File: src/rtl/dual_mode_puf_pkg.sv
// Shared types and helpers for the dual-mode PUF.
// LFSR step, accumulator sizing, mode and state enums.
package dual_mode_puf_pkg;

  localparam logic [15:0] LFSR_POLY = 16'hB400;

  typedef enum logic {
    MODE_ARB = 1'b0,
    MODE_RO  = 1'b1
  } mode_e;

  typedef enum logic {
    ST_IDLE = 1'b0,
    ST_RUN  = 1'b1
  } state_e;

  function automatic logic [15:0] lfsr_step(
    input logic [15:0] x
  );
    return (x >> 1) ^ (x[0] ? LFSR_POLY : 16'h0000);
  endfunction

  function automatic int acc_width(input int n);
    return $clog2(n) + 5;
  endfunction

endpackage

File: src/rtl/dual_mode_puf_stage_gen.sv
// Variation source: seeded Galois LFSR that yields
// one signed delay weight and one RO period per stage.
module puf_stage_gen
  import dual_mode_puf_pkg::*;
#(
  parameter logic [15:0] SEED = 16'hACE1
) (
  input  logic              clk,
  input  logic              reset,
  input  logic              load,
  input  logic              adv,
  output logic signed [3:0] w,
  output logic        [4:0] p
);

  logic [15:0] lfsr;
  logic [15:0] v;

  // Stage value is always one step ahead of the register.
  always_comb begin
    v = lfsr_step(lfsr);
    w = signed'(v[3:0]);
    p = {1'b0, v[7:4]} + 5'd1;
  end

  // Reload the fingerprint on launch, walk one stage per cycle.
  always_ff @(posedge clk or negedge reset) begin
    if (!reset) begin
      lfsr <= SEED;
    end else if (load) begin
      lfsr <= SEED;
    end else if (adv) begin
      lfsr <= v;
    end
  end

endmodule

File: src/rtl/dual_mode_puf.sv
// Dual-mode PUF responder: arbiter delay race or
// RO count comparison over N challenge stages.
module dual_mode_puf
  import dual_mode_puf_pkg::*;
#(
  parameter int          N    = 128,
  parameter logic [15:0] SEED = 16'hACE1
) (
  input  logic         clk,
  input  logic         reset,
  input  logic         in,
  input  logic         mode,
  input  logic [N-1:0] sel,
  output logic         out,
  output logic         done
);

  localparam int AW = acc_width(N);
  localparam int IW = $clog2(N);

  state_e state;
  state_e state_n;

  logic          in_q;
  logic [N-1:0]  sel_q;
  mode_e         mode_q;
  logic [IW-1:0] idx;

  logic signed [AW-1:0] d;
  logic        [AW-1:0] sa;
  logic        [AW-1:0] sb;

  logic signed [3:0]    w;
  logic        [4:0]    p;
  logic signed [AW-1:0] w_ext;
  logic        [AW-1:0] p_ext;
  logic signed [AW-1:0] d_neg;
  logic signed [AW-1:0] d_nx;
  logic        [AW-1:0] sa_nx;
  logic        [AW-1:0] sb_nx;

  logic bit_sel;
  logic run;
  logic launch;
  logic last;
  logic res;

  puf_stage_gen #(
    .SEED(SEED)
  ) u_gen (
    .clk  (clk),
    .reset(reset),
    .load (launch),
    .adv  (run),
    .w    (w),
    .p    (p)
  );

  // Control decode and next-state selection.
  always_comb begin
    state_n = state;
    run     = (state == ST_RUN);
    launch  = 1'b0;
    last    = 1'b0;
    unique case (1'b1)
      (state == ST_IDLE): begin
        launch = in & ~in_q;
        if (launch) state_n = ST_RUN;
      end
      (state == ST_RUN): begin
        last = (idx == IW'(N - 1));
        if (last) state_n = ST_IDLE;
      end
      default: state_n = ST_IDLE;
    endcase
  end

  // Per-stage accumulator update and final decision.
  always_comb begin
    bit_sel = sel_q[idx];
    w_ext   = {{(AW - 4){w[3]}}, w};
    p_ext   = {{(AW - 5){1'b0}}, p};
    d_neg   = bit_sel ? -d : d;
    d_nx    = d_neg + w_ext;
    sa_nx   = bit_sel ? sa + p_ext : sa;
    sb_nx   = bit_sel ? sb : sb + p_ext;
    res     = (mode_q == MODE_RO) ?
              (sa_nx > sb_nx) : d_nx[AW-1];
  end

  // Controller state and edge detector.
  always_ff @(posedge clk or negedge reset) begin
    if (!reset) begin
      state <= ST_IDLE;
      in_q  <= 1'b0;
    end else begin
      state <= state_n;
      in_q  <= in;
    end
  end

  // Challenge capture and accumulators.
  always_ff @(posedge clk or negedge reset) begin
    if (!reset) begin
      sel_q  <= '0;
      mode_q <= MODE_ARB;
      idx    <= '0;
      d      <= '0;
      sa     <= '0;
      sb     <= '0;
    end else if (launch) begin
      sel_q  <= sel;
      mode_q <= mode_e'(mode);
      idx    <= '0;
      d      <= '0;
      sa     <= '0;
      sb     <= '0;
    end else if (run) begin
      idx <= idx + IW'(1);
      d   <= d_nx;
      sa  <= sa_nx;
      sb  <= sb_nx;
    end
  end

  // Response register and completion pulse.
  always_ff @(posedge clk or negedge reset) begin
    if (!reset) begin
      out  <= 1'b0;
      done <= 1'b0;
    end else begin
      done <= last;
      if (last) out <= res;
    end
  end

endmodule

File: config.mk
export PLATFORM = sky130hd
export DESIGN_NAME = dual_mode_puf
export DESIGN_NICKNAME = d
export VERILOG_FILES = /design/src/rtl/dual_mode_puf_pkg.sv /design/src/rtl/dual_mode_puf_stage_gen.sv /design/src/rtl/dual_mode_puf.sv
export SDC_FILE = /design/constraint.sdc
export NUM_CORES = 1
export LEC_CHECK = 0
export BUFFER_PORTS_ARGS = -buffer_cell sky130_fd_sc_hd__buf_2
export CORE_MARGIN = 3
export CORE_UTILIZATION = 45
export CTS_CLUSTER_SIZE = 25
export DETAILED_ROUTE_END_ITERATION = 7
export GPL_ROUTABILITY_DRIVEN = 1
export GPL_TIMING_DRIVEN = 0
export PLACE_DENSITY_LB_ADDON = 0.3
export SLEW_MARGIN = 20
export SYNTH_ARGS = -nofsm -noshare
export SYNTH_HDL_FRONTEND = slang
export SYNTH_HIERARCHICAL = 1
export SYNTH_SLANG_ARGS = --single-unit
File: constraint.sdc
create_clock -name clk -period 10.2 [get_ports clk]
set_input_delay 0.51 -clock clk [delete_from_list [all_inputs] [get_ports clk]]
set_output_delay 0.51 -clock clk [all_outputs]
set_load 0.03 [all_outputs]
==> run metrics <==
status=finished with violations; failing checks=negative hold slack; critical path's largest stage delay=430 ps; Synth Flop Type=dfrtp_1; die area=24200 um^2; CTS Buffer Depth=2; critical-path cell list=buf_2 -> buf_2 -> buf_2 -> mux4_2 -> a22oi_1 -> nand2_1 -> a21oi_1 -> a22oi_2 -> buf_6 -> buf_4 -> buf_6 -> nor2_1 -> a21o_1 -> inv_1 -> fa_1 -> nor2b_1 -> o21ai_0 -> a21boi_0 -> o21ai_0 -> a21boi_0 -> o21ai_0 -> a21boi_0 -> or3_1 -> nand3_1; Starting Density=45.9%; Final nets=1392; crit start category=flop; multi-input logic area=4850 um^2; clock slew at reported path FFs=70 ps; mean post-synth cell area=9.42 um^2; GRT overflow=0; largest net degree at the start of global routing=81; total global-route track usage=21.0%; # diodes=0; Post-DP Area=11100 um^2; Worst VDD drop=177 uV; Post-CTS Resized=0; H-tree levels=4; pwr/cell area=360 nW/um^2; Total Negative Setup Slacks=0 ps; crit end category=flop; Die Span Y=155 um; sequential-to-total area share from yosys stat=47.9%; Synth area leaders=dfrtp_1 46%, nand2_1 16%, mux4_2 5.8%; biggest area consumer among synthesized cells=dfrtp_1; DR vias=7985; crit path launch=idx[1]; Sw Pwr=1.72 mW; min cycle time layout=5300 ps; post-route ant nets=0; Clock Power Share=16.0%; Final Hold Violating Endpoints=1; total I/O pin count=134; Post-CTS Setup Bufs=0; fmax=189 MHz; Pwr Total=4.22 mW; CP Max Fanout=10; share of power burned in registers=29.9%; post-route cell area=11700 um^2; Gate power share=54.1%; post-synth top area share=45.8%; CP top delay family=compound AO/OA/AOI/OAI gates; WS Path Type=flop to flop; Std-Cell Rows=54; Post-synth EDFFs=0; Initial DRC Count=464; clock skew=9.09 ps; Pre-antenna DRT Iters=5; Synth Register Bits=192; total wire length=24800 um; crit path max-delay cell type=fa_1; DR vias/cell=5.28; Layout area overhead=16.7%; WP data arrival=5610 ps; Yosys cell types=59; Period Utilization, post-route=51.9%; Clock Latency Late Sink=430 ps; reg-to-reg startpoint=idx[1]; Final HPWL DP=18400 um; Max Cap Viol=0; final setup fails=0; pins over their slew limit=0; IO Port Bufs=133; static leakage=5.93 nW; min-delay worst type=input pin to asynchronous set/reset pin; Core Footprint=21900 um^2; filler instances=2061; fraction of registers with async set/reset=100%; sw frac=40.6%; CP Buf/Inv Count=7; Mapped Cells=1067; CTS tree=done; vias in the first global route=8012; RSZ-0062 raised after global routing=false; cell area after synthesis=10100 um^2; share of cells above drive strength 1=19.1%; root buf cell=clkbuf_16; initial antenna violation count=0; Die W=155 um; Worst-Margin Slew=880 ps; drt drc=0; Mapped Nets=1238; final hold slack=-3.38 ps; clk sinks=192; normalized max-slew margin=40.9%; drt wl/cell=16.4 um; Critical Path RT=10510 ps; routability cong.=0.859; Internal Power=2.51 mW; yosys warns=6; Sequential Area=4810 um^2; Num CTS Buffers=17; CTS hold repair buffers=0; global-route wire length before repair=40200 um
[state kept, by name, indices dropped and copies added, names as in the netlist]
| signal | count |
|---|---|
| d | 12 |
| done | 1 |
| idx | 7 |
| in_q | 1 |
| mode_q | 1 |
| out | 1 |
| run | 1 |
| sa | 12 |
| sb | 12 |
| sel_q | 128 |
| u_gen/lfsr | 16 |
[logic make-up (layout without fill, tap and decap cells)]
family	after synthesis	after routing	synth area share [%]
AND/OR/NAND/NOR	533	533	21.7
buffers and inverters	79	245	3.90
multiplexers	59	59	9.50
adder cells (fa/ha/maj)	39	39	5.08
XOR/XNOR	40	40	3.49
AO/OA/AOI/OAI	125	125	8.49
flip-flops	192	192	47.9
[power groups by stage]
stage / sequential, mW / combinational, mW / clock, mW
5_1_grt: 1.30 / 2.55 / 0.715
3_5_place_dp: 1.27 / 2.26 / 0
2_1_floorplan: 1.21 / 1.79 / 0
6_report: 1.26 / 2.29 / 0.676
4_1_cts: 1.26 / 2.29 / 0.686
3_3_place_gp: 1.26 / 2.20 / 0
[metal layers]
metal / GRT usage [%] / up-vias / wire length (um)
li1: - / 3877 / -
met1: 28.5 / 3879 / 11100
met4: 6.50 / 0 / 595
met2: 34.6 / 194 / 12000
met3: 3.42 / 35 / 1090
met5: 0 / - / 0
[final timing paths]
check	end	slack (ps)	depth (start not counted)
max	d[10]	4900	24
min	u_gen/lfsr[12]	-3	1
max reg2reg	d[10]	4900	24
min reg2reg	sel_q[69]	470	2
max in group asynchronous	u_gen/lfsr[10]	9470	2
min in group clk	in_q	220	1
[cells in the mapped netlist, types with 12 or more instances]
| cell type | number |
|---|---|
| nand3_1 | 15 |
| nor2_1 | 30 |
| mux2i_1 | 26 |
| inv_1 | 19 |
| dfrtp_1 | 184 |
| nand2_1 | 436 |
| xor2_1 | 13 |
| a21o_1 | 12 |
| xnor2_1 | 27 |
| a21oi_1 | 19 |
| mux4_2 | 26 |
| ha_1 | 36 |
| o21ai_0 | 31 |
| clkbuf_1 | 35 |
| a22o_1 | 17 |
[metrics by stage]
stage / instances / worst slack (ps) / utilization (%)
global route: 1513 / 4480 / 53.6
global placement: 1480 / 4960 / 50.6
finish: 1513 / 4900 / 53.6
floorplan: 1067 / 5940 / -
detailed placement: 1482 / 4910 / 50.9
CTS: 1513 / 4870 / 53.6
[cell type report]
class | instances | share of cell area, %
Buffer | 59 | 2.70
Clock buffer | 17 | 3.63
Clock inverter | 14 | 1.43
Inverter | 20 | 0.640
Multi-Input combinational cell | 796 | 41.3
Sequential cell | 192 | 41.1
Tap cell | 280 | 2.99
Timing Repair Buffer | 135 | 6.23
[cells in the final DEF, fill, tap and decap left out, types with 26 or more instances in the layout]
cell type / count
buf_2: 138
clkbuf_1: 35
dfrtp_1: 184
ha_1: 36
mux2i_1: 26
mux4_2: 26
nand2_1: 436
nor2_1: 30
o21ai_0: 31
xnor2_1: 27
Note: power is estimated with default switching activity, not from simulation.
